`src/rtl/reg_file_pkg.sv`:
```
// Shared constants for the multi-port register file.
// Holds the hardwired-zero address and the legal port-count ranges.
package reg_file_pkg;

    localparam int unsigned ZERO_REG = 0;

    localparam int NR_MIN = 1;
    localparam int NR_MAX = 4;
    localparam int NW_MIN = 1;
    localparam int NW_MAX = 2;

endpackage

```
`src/rtl/reg_file_rd_port.sv`:
```
// One combinational read path: zero-detect, array select and optional
// same-cycle write forwarding (REG_FILE_MP_BYPASS_EN).
// Ports: ra (address), mem_flat (regs 1..DEPTH-1 packed, reg i at
// (i-1)*WIDTH), rdata; with forwarding also we/wa/wd of all write ports.
module reg_file_rd_port
    import reg_file_pkg::*;
#(
    parameter int WIDTH = 32,
    parameter int AW    = 5,
    parameter int NW    = 1
) (
    input  logic [AW-1:0]                    ra,
    input  logic [((2**AW)-1)*WIDTH-1:0]     mem_flat,
`ifdef REG_FILE_MP_BYPASS_EN
    input  logic [NW-1:0]                    we,
    input  logic [NW*AW-1:0]                 wa,
    input  logic [NW*WIDTH-1:0]              wd,
`endif
    output logic [WIDTH-1:0]                 rdata
);

    localparam int DEPTH = 2**AW;

    always_comb begin
        // Address 0 matches no stored slot, so it falls through as zero.
        rdata = '0;
        for (int i = 1; i < DEPTH; i++) begin
            if (ra == AW'(i)) begin
                rdata = mem_flat[(i-1)*WIDTH +: WIDTH];
            end
        end
`ifdef REG_FILE_MP_BYPASS_EN
        // Later ports override earlier ones, matching write priority.
        for (int k = 0; k < NW; k++) begin
            if (we[k] && wa[k*AW +: AW] == ra &&
                ra != AW'(ZERO_REG)) begin
                rdata = wd[k*WIDTH +: WIDTH];
            end
        end
`endif
    end

endmodule

```
`src/rtl/reg_file_mp.sv`:
```
// Parametrised multi-port register file, register 0 hardwired to zero.
// Ports: clk, reset (sync, active-high), we/wa/wd (NW write ports,
// higher index wins), ra/rd (NR combinational read ports), wr_conflict
// (registered same-register write collision flag).
// Optional same-cycle forwarding: define REG_FILE_MP_BYPASS_EN.
module reg_file_mp
    import reg_file_pkg::*;
#(
    parameter int WIDTH = 32,
    parameter int AW    = 5,
    parameter int NR    = 2,
    parameter int NW    = 1
) (
    input  logic                  clk,
    input  logic                  reset,
    input  logic [NW-1:0]         we,
    input  logic [NW*AW-1:0]      wa,
    input  logic [NW*WIDTH-1:0]   wd,
    input  logic [NR*AW-1:0]      ra,
    output logic [NR*WIDTH-1:0]   rd,
    output logic                  wr_conflict
);

    localparam int DEPTH = 2**AW;

    if (NR < NR_MIN || NR > NR_MAX) begin : g_bad_nr
        $fatal(1, "reg_file_mp: NR out of range");
    end
    if (NW < NW_MIN || NW > NW_MAX) begin : g_bad_nw
        $fatal(1, "reg_file_mp: NW out of range");
    end

    logic [WIDTH-1:0] mem_q [1:DEPTH-1];
    logic [WIDTH-1:0] mem_d [1:DEPTH-1];
    logic             conflict_q;
    logic             conflict_d;

    logic [(DEPTH-1)*WIDTH-1:0] mem_flat;

    always_comb begin
        mem_d = mem_q;
        // Ascending port order lets the higher-indexed port win.
        for (int k = 0; k < NW; k++) begin
            for (int i = 1; i < DEPTH; i++) begin
                if (we[k] && wa[k*AW +: AW] == AW'(i)) begin
                    mem_d[i] = wd[k*WIDTH +: WIDTH];
                end
            end
        end
    end

    always_comb begin
        conflict_d = 1'b0;
        for (int a = 0; a < NW; a++) begin
            for (int b = a + 1; b < NW; b++) begin
                if (we[a] && we[b] &&
                    wa[a*AW +: AW] == wa[b*AW +: AW] &&
                    wa[a*AW +: AW] != AW'(ZERO_REG)) begin
                    conflict_d = 1'b1;
                end
            end
        end
    end

    always_ff @(posedge clk) begin
        if (reset) begin
            for (int i = 1; i < DEPTH; i++) begin
                mem_q[i] <= '0;
            end
            conflict_q <= 1'b0;
        end else begin
            mem_q      <= mem_d;
            conflict_q <= conflict_d;
        end
    end

    for (genvar i = 1; i < DEPTH; i++) begin : g_flat
        assign mem_flat[(i-1)*WIDTH +: WIDTH] = mem_q[i];
    end

    for (genvar j = 0; j < NR; j++) begin : g_rd
        reg_file_rd_port #(
            .WIDTH (WIDTH),
            .AW    (AW),
            .NW    (NW)
        ) u_rd (
            .ra       (ra[j*AW +: AW]),
            .mem_flat (mem_flat),
`ifdef REG_FILE_MP_BYPASS_EN
            .we       (we),
            .wa       (wa),
            .wd       (wd),
`endif
            .rdata    (rd[j*WIDTH +: WIDTH])
        );
    end

    assign wr_conflict = conflict_q;

endmodule

```
`config.mk`:
```
export PLATFORM = sky130hd
export DESIGN_NAME = reg_file_mp
export DESIGN_NICKNAME = d
export VERILOG_FILES = /design/src/rtl/reg_file_pkg.sv /design/src/rtl/reg_file_rd_port.sv /design/src/rtl/reg_file_mp.sv
export SDC_FILE = /design/constraint.sdc
export NUM_CORES = 2
export LEC_CHECK = 0
export CAP_MARGIN = 20
export CORE_ASPECT_RATIO = 1.4
export CORE_MARGIN = 3
export CORE_UTILIZATION = 45
export DETAILED_ROUTE_END_ITERATION = 6
export DONT_BUFFER_PORTS = 1
export SYNTH_ARGS = -nofsm -noshare
export SYNTH_HDL_FRONTEND = slang
export SYNTH_HIERARCHICAL = 1
export SYNTH_SLANG_ARGS = --single-unit
```
`constraint.sdc`:
```
create_clock -name clk -period 2.79 [get_ports clk]
set_input_delay 0.558 -clock clk [delete_from_list [all_inputs] [get_ports clk]]
set_output_delay 0.558 -clock clk [all_outputs]
set_load 0.005 [all_outputs]
```
# After elaboration in Yosys (flattened, before gate mapping)
# Index checks and enable logic that the tools add are counted.
# totals
input_bits,50
regBits,992
latch_bits,0
ramBits,0
mem_count,0
mem_bits_ro,0
# op_classes
n_div,0
eq_ne,93
n_shift,0
n_mux,62
n_lt_le_gt_ge,0
n_bitwise,0
n_addsub,0
reduce_logical,31
multipliers,0
# op_table
operator,n
$mux W32,62
$eq A5 B5 Y1 const B,48
$eq A5 B4 Y1 const B,24
$eq A5 B3 Y1 const B,12
$logic_and A1 B1 Y1,31
$eq A5 B2 Y1 const B,6
$eq A5 B1 Y1 const B,3

# Logic depth before layout (Yosys ltp)
# depth
ltp_word,32
depth_mapped,12
ltp_nobuf,7

# By module
# The synthesis kept the hierarchy.
# modules_own_cells
mod,area_per_inst_um2,instances,seq_area_each_um2,cells_each
reg_file_mp,38260.4,1,19859.0,3367
reg_file_rd_port,9565.4,2,0.0,1519

# Worst setup path after synthesis
# No wires, ideal clock.
# synth_timing
kind,in2out
start,in ra[1]
end,out rd[10]
cell_stages,10
arrival_ps,2214
path_slack_ps,18
cell_sequence,buf_2 buf_4 nand2_2 buf_4 o22ai_1 or3_1 a32oi_1 o221ai_1 a211o_1 a21oi_1
# synth_between
elab_chain_len,32
# synth_rtl
element,line_no,source
start: declaration,reg_file_mp.sv:19,"input logic [NR*AW-1:0] ra,"
$eq A5 B1 Y1,reg_file_rd_port.sv:28,if (ra == AW'(i)) begin
$mux W32 (30 in a row),reg_file_rd_port.sv:28,
$mux W32 (*),reg_file_rd_port.sv:28,
end: declaration,reg_file_mp.sv:20,"output logic [NR*WIDTH-1:0] rd,"
# Mark *: on every way between the ends. The rest lies on a longest branch, timed or not.

==> tab_implementation.tex <==
\begin{tabular}{lr}
\hline
Metric & Value \\
\hline
\multicolumn{2}{l}{\textbf{Run status}} \\
Result of the run & finished with violations \\
Violated checks & max-slew violations, negative setup slack \\
\multicolumn{2}{l}{\textbf{Die}} \\
Die extent in x & between 300 and 400 um \\
IO Pins & 115 \\
Placeable Area & 0.126 mm2 \\
Height of the chip & about 430 um \\
Starting density of the core & 0.455 \\
Number of cell rows & 154 \\
Area of the die & $\sim$0.13 mm2 \\
\multicolumn{2}{l}{\textbf{Worst setup path}} \\
Crit path DAT & between 4 and 5 ns \\
Reg2reg end & mem\_flat[454] \\
Setup slack of the most critical reg-to-reg path & about 1.8 ns \\
Category of the most critical setup path & primary input to register \\
Maximum fanout encountered on the critical timing path & between 1000 and 1500 \\
Crit. End Element & register \\
Reg2reg start & mem\_flat[454] \\
Worst setup SP type & primary input \\
Depth of the worst register-to-register path & 3 \\
Critical Path RT & 3.45 ns \\
\multicolumn{2}{l}{\textbf{Synth}} \\
Mean Syn Cell Area & $\sim$9 um2 \\
Top cell type's share of synthesized area & 0.346 \\
Prevailing post-synth register cell & sky130\_fd\_sc\_hd\_\_dfxtp\_1 \\
Post-synth EDFFs & 0 \\
Unique masters post-synth & 82 \\
Post-synthesis cell count & $\sim$6400 \\
Fraction of registers with async set or reset after synthesis & 0 \\
Cell area after technology mapping & $\sim$0.057 mm2 \\
Sequential fraction of the synthesis area & 0.346 \\
Main area contributors after synthesis & sky130\_fd\_sc\_hd\_\_dfxtp\_1, sky130\_fd\_sc\_hd\_\_mux2i\_1, sky130\_fd\_sc\_hd\_\_nand2b\_1 \\
Area leader, netlist & sky130\_fd\_sc\_hd\_\_dfxtp\_1 \\
Number of synthesized register bits & slightly below 1000 \\
Warnings, synthesis & 6 \\
Net count of the mapped netlist & roughly 6500 \\
\multicolumn{2}{l}{\textbf{STA}} \\
Worst hold slack & roughly 0.034 ns \\
Worst-case clock skew & 0 ns \\
Setup violators final & 392 \\
Fin worst setup slack & -1.31 ns \\
Pin slew with the least headroom to its limit & between 4 and 5 ns \\
Min Tclk post-route & $\sim$4 ns \\
Relative slew slack & -1.70 \\
Number of max-slew violations in the final report & 638 \\
Final hold vios & 0 \\
Maximum clock rate & 244 MHz \\
Unrepaired setup endpoints after global routing & true \\
Portion of the clock cycle consumed by the worst path in the final layout & 1.47 \\
TNS Setup & -267.77 ns \\
\multicolumn{2}{l}{\textbf{CTS}} \\
H-tree levels & 3 \\
Deepest clock path buffer count & 3 \\
Sink count of the clock tree & $\sim$1000 \\
Clock tree from TritonCTS & yes \\
CTS Root Buffer Type & sky130\_fd\_sc\_hd\_\_clkbuf\_16 \\
Hold-fix buffer count after cts & 0 \\
Worst-Skew Late Latency & 0.74 ns \\
Cts bufs inserted & about 100 \\
Worst-path clk slew & about 0.07 ns \\
\multicolumn{2}{l}{\textbf{Global routing}} \\
GRT Util Overall & 0.405 \\
Number of global-route vias before repair & $\sim$54000 \\
First-pass GRT wire length & between 300 and 400 mm \\
Number of antenna violations at the first check in global routing & 13 \\
Pin count of the biggest net entering global routing & 1025 \\
GRT Residual Overflow & 0 \\
\multicolumn{2}{l}{\textbf{Drt}} \\
Vias per std cell & around 6.5 \\
Drt first-iter violations & roughly 7400 \\
Initial DRT Pass Iterations & 7 \\
Via count & between 50000 and 60000 \\
Total DRC errors in the routed layout & 0 \\
Routed length per placed instance & about 33 um \\
Final Routed Wirelength & 281 mm \\
Post-detailed-route count of antenna-violating nets & 0 \\
\multicolumn{2}{l}{\textbf{Hold path}} \\
HP Start & reset \\
Worst min path class & primary input to register \\
Hold Crit Endpoint & mem\_flat[575] \\
Worst hold path depth & 2 \\
\multicolumn{2}{l}{\textbf{Power and ir drop}} \\
Clock share of power & 0.437 \\
Switching share of power & 0.274 \\
Combinational Power Share & 0.144 \\
Post-layout total power & roughly 34 mW \\
Internal power & roughly 25 mW \\
Reg power frac & 0.419 \\
Standby leakage power & about 32 nW \\
Worst vdd ir & between 0.5 and 0.6 mV \\
Psw & 9.41 mW \\
Areal power density over the cells & 475 mW/mm2 \\
\multicolumn{2}{l}{\textbf{Cells and area}} \\
Post-route non-filler standard cell count & approximately 8400 \\
Largest register FFs & roughly 990 \\
Proportion of layout cells with a drive suffix above 1 & 0.269 \\
Filler instances & $\sim$11000 \\
Post-layout net count & 6771 \\
Non-Filler Cell Area, Final & between 0.07 and 0.08 mm2 \\
Area overhead of the layout relative to synthesis & 25.7\% \\
Share of the core filled with cells & 0.572 \\
\multicolumn{2}{l}{\textbf{Placement}} \\
Post-DP HPWL & 186 mm \\
Port buffer count & 0 \\
Placed inst area & 0.0634 mm2 \\
Setup slack after placement & -1.08 ns \\
Placed Instances & between 8000 and 9000 \\
Routability congestion estimate from global placement & 1.06 \\
\multicolumn{2}{l}{\textbf{Job}} \\
Count of max-cap constraint violations & 0 \\
\hline
\end{tabular}
## power groups by stage
stage	clock network (mW)	registers, mW	logic (mW)
detailed placement	0	14.7	3.99
global placement	0	14.7	3.98
finish	15.0	14.4	4.95
floorplan	0	14.6	2.34
global route	15.6	14.4	4.95
CTS	15.0	14.4	4.33
## kinds of logic (layout without fill, tap and decap cells)
logic type | Yosys count | after routing | share of synthesized area
simple gates | 1871 | 1871 | 0.184
mux | 1304 | 1304 | 0.234
flops | 992 | 992 | 0.346
other cells | 1 | 9 | 0.0000653
compound gates | 1570 | 1570 | 0.175
buf+inv | 667 | 1063 | 0.0605
## how the worst max path moves through the flow
| stage | from | endpoint | slack, ns | cells past startpoint |
|---|---|---|---|---|
| after detailed placement | ra[1] | rd[4] | -1.08 | 10 |
| after global routing | ra[6] | rd[57] | -0.87 | 11 |
| after floorplan | ra[1] | rd[10] | 0.02 | 10 |
| final | reset | mem_flat[494] | -1.31 | 3 |
| after global placement | ra[0] | rd[4] | -1.08 | 10 |
| after CTS | mem_flat[89] | rd[57] | -0.76 | 11 |
## per-layer routing
metal,share of wire,global-route usage,vias to the layer above
met5,0.000046,0,-
met4,0.095,0.330,2
met3,0.098,0.111,1082
met2,0.44,0.628,3445
met1,0.36,0.466,27100
li1,-,-,23700
## synth_stat cells, types with 10 or more instances
master and n:
sky130_fd_sc_hd__a211oi_1 30, sky130_fd_sc_hd__a21o_1 42, sky130_fd_sc_hd__a21oi_1 340, sky130_fd_sc_hd__a221o_1 14, sky130_fd_sc_hd__a221oi_1 52, sky130_fd_sc_hd__a22o_1 30
sky130_fd_sc_hd__a22oi_1 116, sky130_fd_sc_hd__a2bb2oi_1 14, sky130_fd_sc_hd__a31oi_1 68, sky130_fd_sc_hd__a32oi_1 26, sky130_fd_sc_hd__buf_1 14, sky130_fd_sc_hd__buf_2 215
sky130_fd_sc_hd__buf_4 88, sky130_fd_sc_hd__buf_6 49, sky130_fd_sc_hd__clkbuf_1 281, sky130_fd_sc_hd__dfxtp_1 992, sky130_fd_sc_hd__inv_1 10, sky130_fd_sc_hd__mux2_2 100
sky130_fd_sc_hd__mux2i_1 1184, sky130_fd_sc_hd__mux4_2 20, sky130_fd_sc_hd__nand2_1 308, sky130_fd_sc_hd__nand2_2 30, sky130_fd_sc_hd__nand2b_1 1040, sky130_fd_sc_hd__nand3_1 84
sky130_fd_sc_hd__nand4_1 22, sky130_fd_sc_hd__nor2_1 180, sky130_fd_sc_hd__nor2b_1 34, sky130_fd_sc_hd__nor3_1 58, sky130_fd_sc_hd__nor3b_1 18, sky130_fd_sc_hd__o2111a_1 18
sky130_fd_sc_hd__o211ai_1 38, sky130_fd_sc_hd__o21a_1 18, sky130_fd_sc_hd__o21ai_0 410, sky130_fd_sc_hd__o21ai_1 20, sky130_fd_sc_hd__o221a_2 20, sky130_fd_sc_hd__o221ai_1 48
sky130_fd_sc_hd__o22a_1 12, sky130_fd_sc_hd__o22ai_1 170, sky130_fd_sc_hd__o32ai_1 26, sky130_fd_sc_hd__or3_1 10
## cell usage in the layout, fill, tap and decap left out, types with 94 or more instances in the layout
cell type                   synthesis  routed
sky130_fd_sc_hd__clkbuf_16          0     110
sky130_fd_sc_hd__o22ai_1          170     151
sky130_fd_sc_hd__buf_12             0     134
sky130_fd_sc_hd__mux2_2           100      95
sky130_fd_sc_hd__dfxtp_1          992     930
sky130_fd_sc_hd__nand2_1          308     280
sky130_fd_sc_hd__mux2i_1         1184    1181
sky130_fd_sc_hd__o21ai_0          410     310
sky130_fd_sc_hd__buf_6             49      94
sky130_fd_sc_hd__a21oi_1          340     253
sky130_fd_sc_hd__nor2_1           180     142
sky130_fd_sc_hd__nand2b_1        1040    1013
sky130_fd_sc_hd__buf_4             88     614
## what timing repair did
item | 4_1_cts | 5_1_grt
gates cloned | 2 | 8
resized for setup | 538 | 478
pin swaps | 147 | 251
setup endpoints to repair | 64 | 64
setup buffers | 29 | 76
## critical path, cell delays in order
cell and delay [ns]:
sky130_fd_sc_hd__nand2b_2 1.71, sky130_fd_sc_hd__buf_12 0.35, sky130_fd_sc_hd__mux2i_1 0.14
## layout make-up
cell class / count / area [um2] / share of cell area
Clock buffer: 138 / 2900 / 0.0402
Inverter: 18 / 73.8 / 0.00102
Sequential cell: 992 / 20000 / 0.277
Clock inverter: 46 / 653 / 0.00905
Tap cell: 1638 / 2050 / 0.0284
Timing Repair Buffer: 861 / 8720 / 0.121
Multi-Input combinational cell: 4746 / 37800 / 0.524
Antenna cell: 8 / 20.0 / 0.000277
Power figures use the tool's default switching activity.
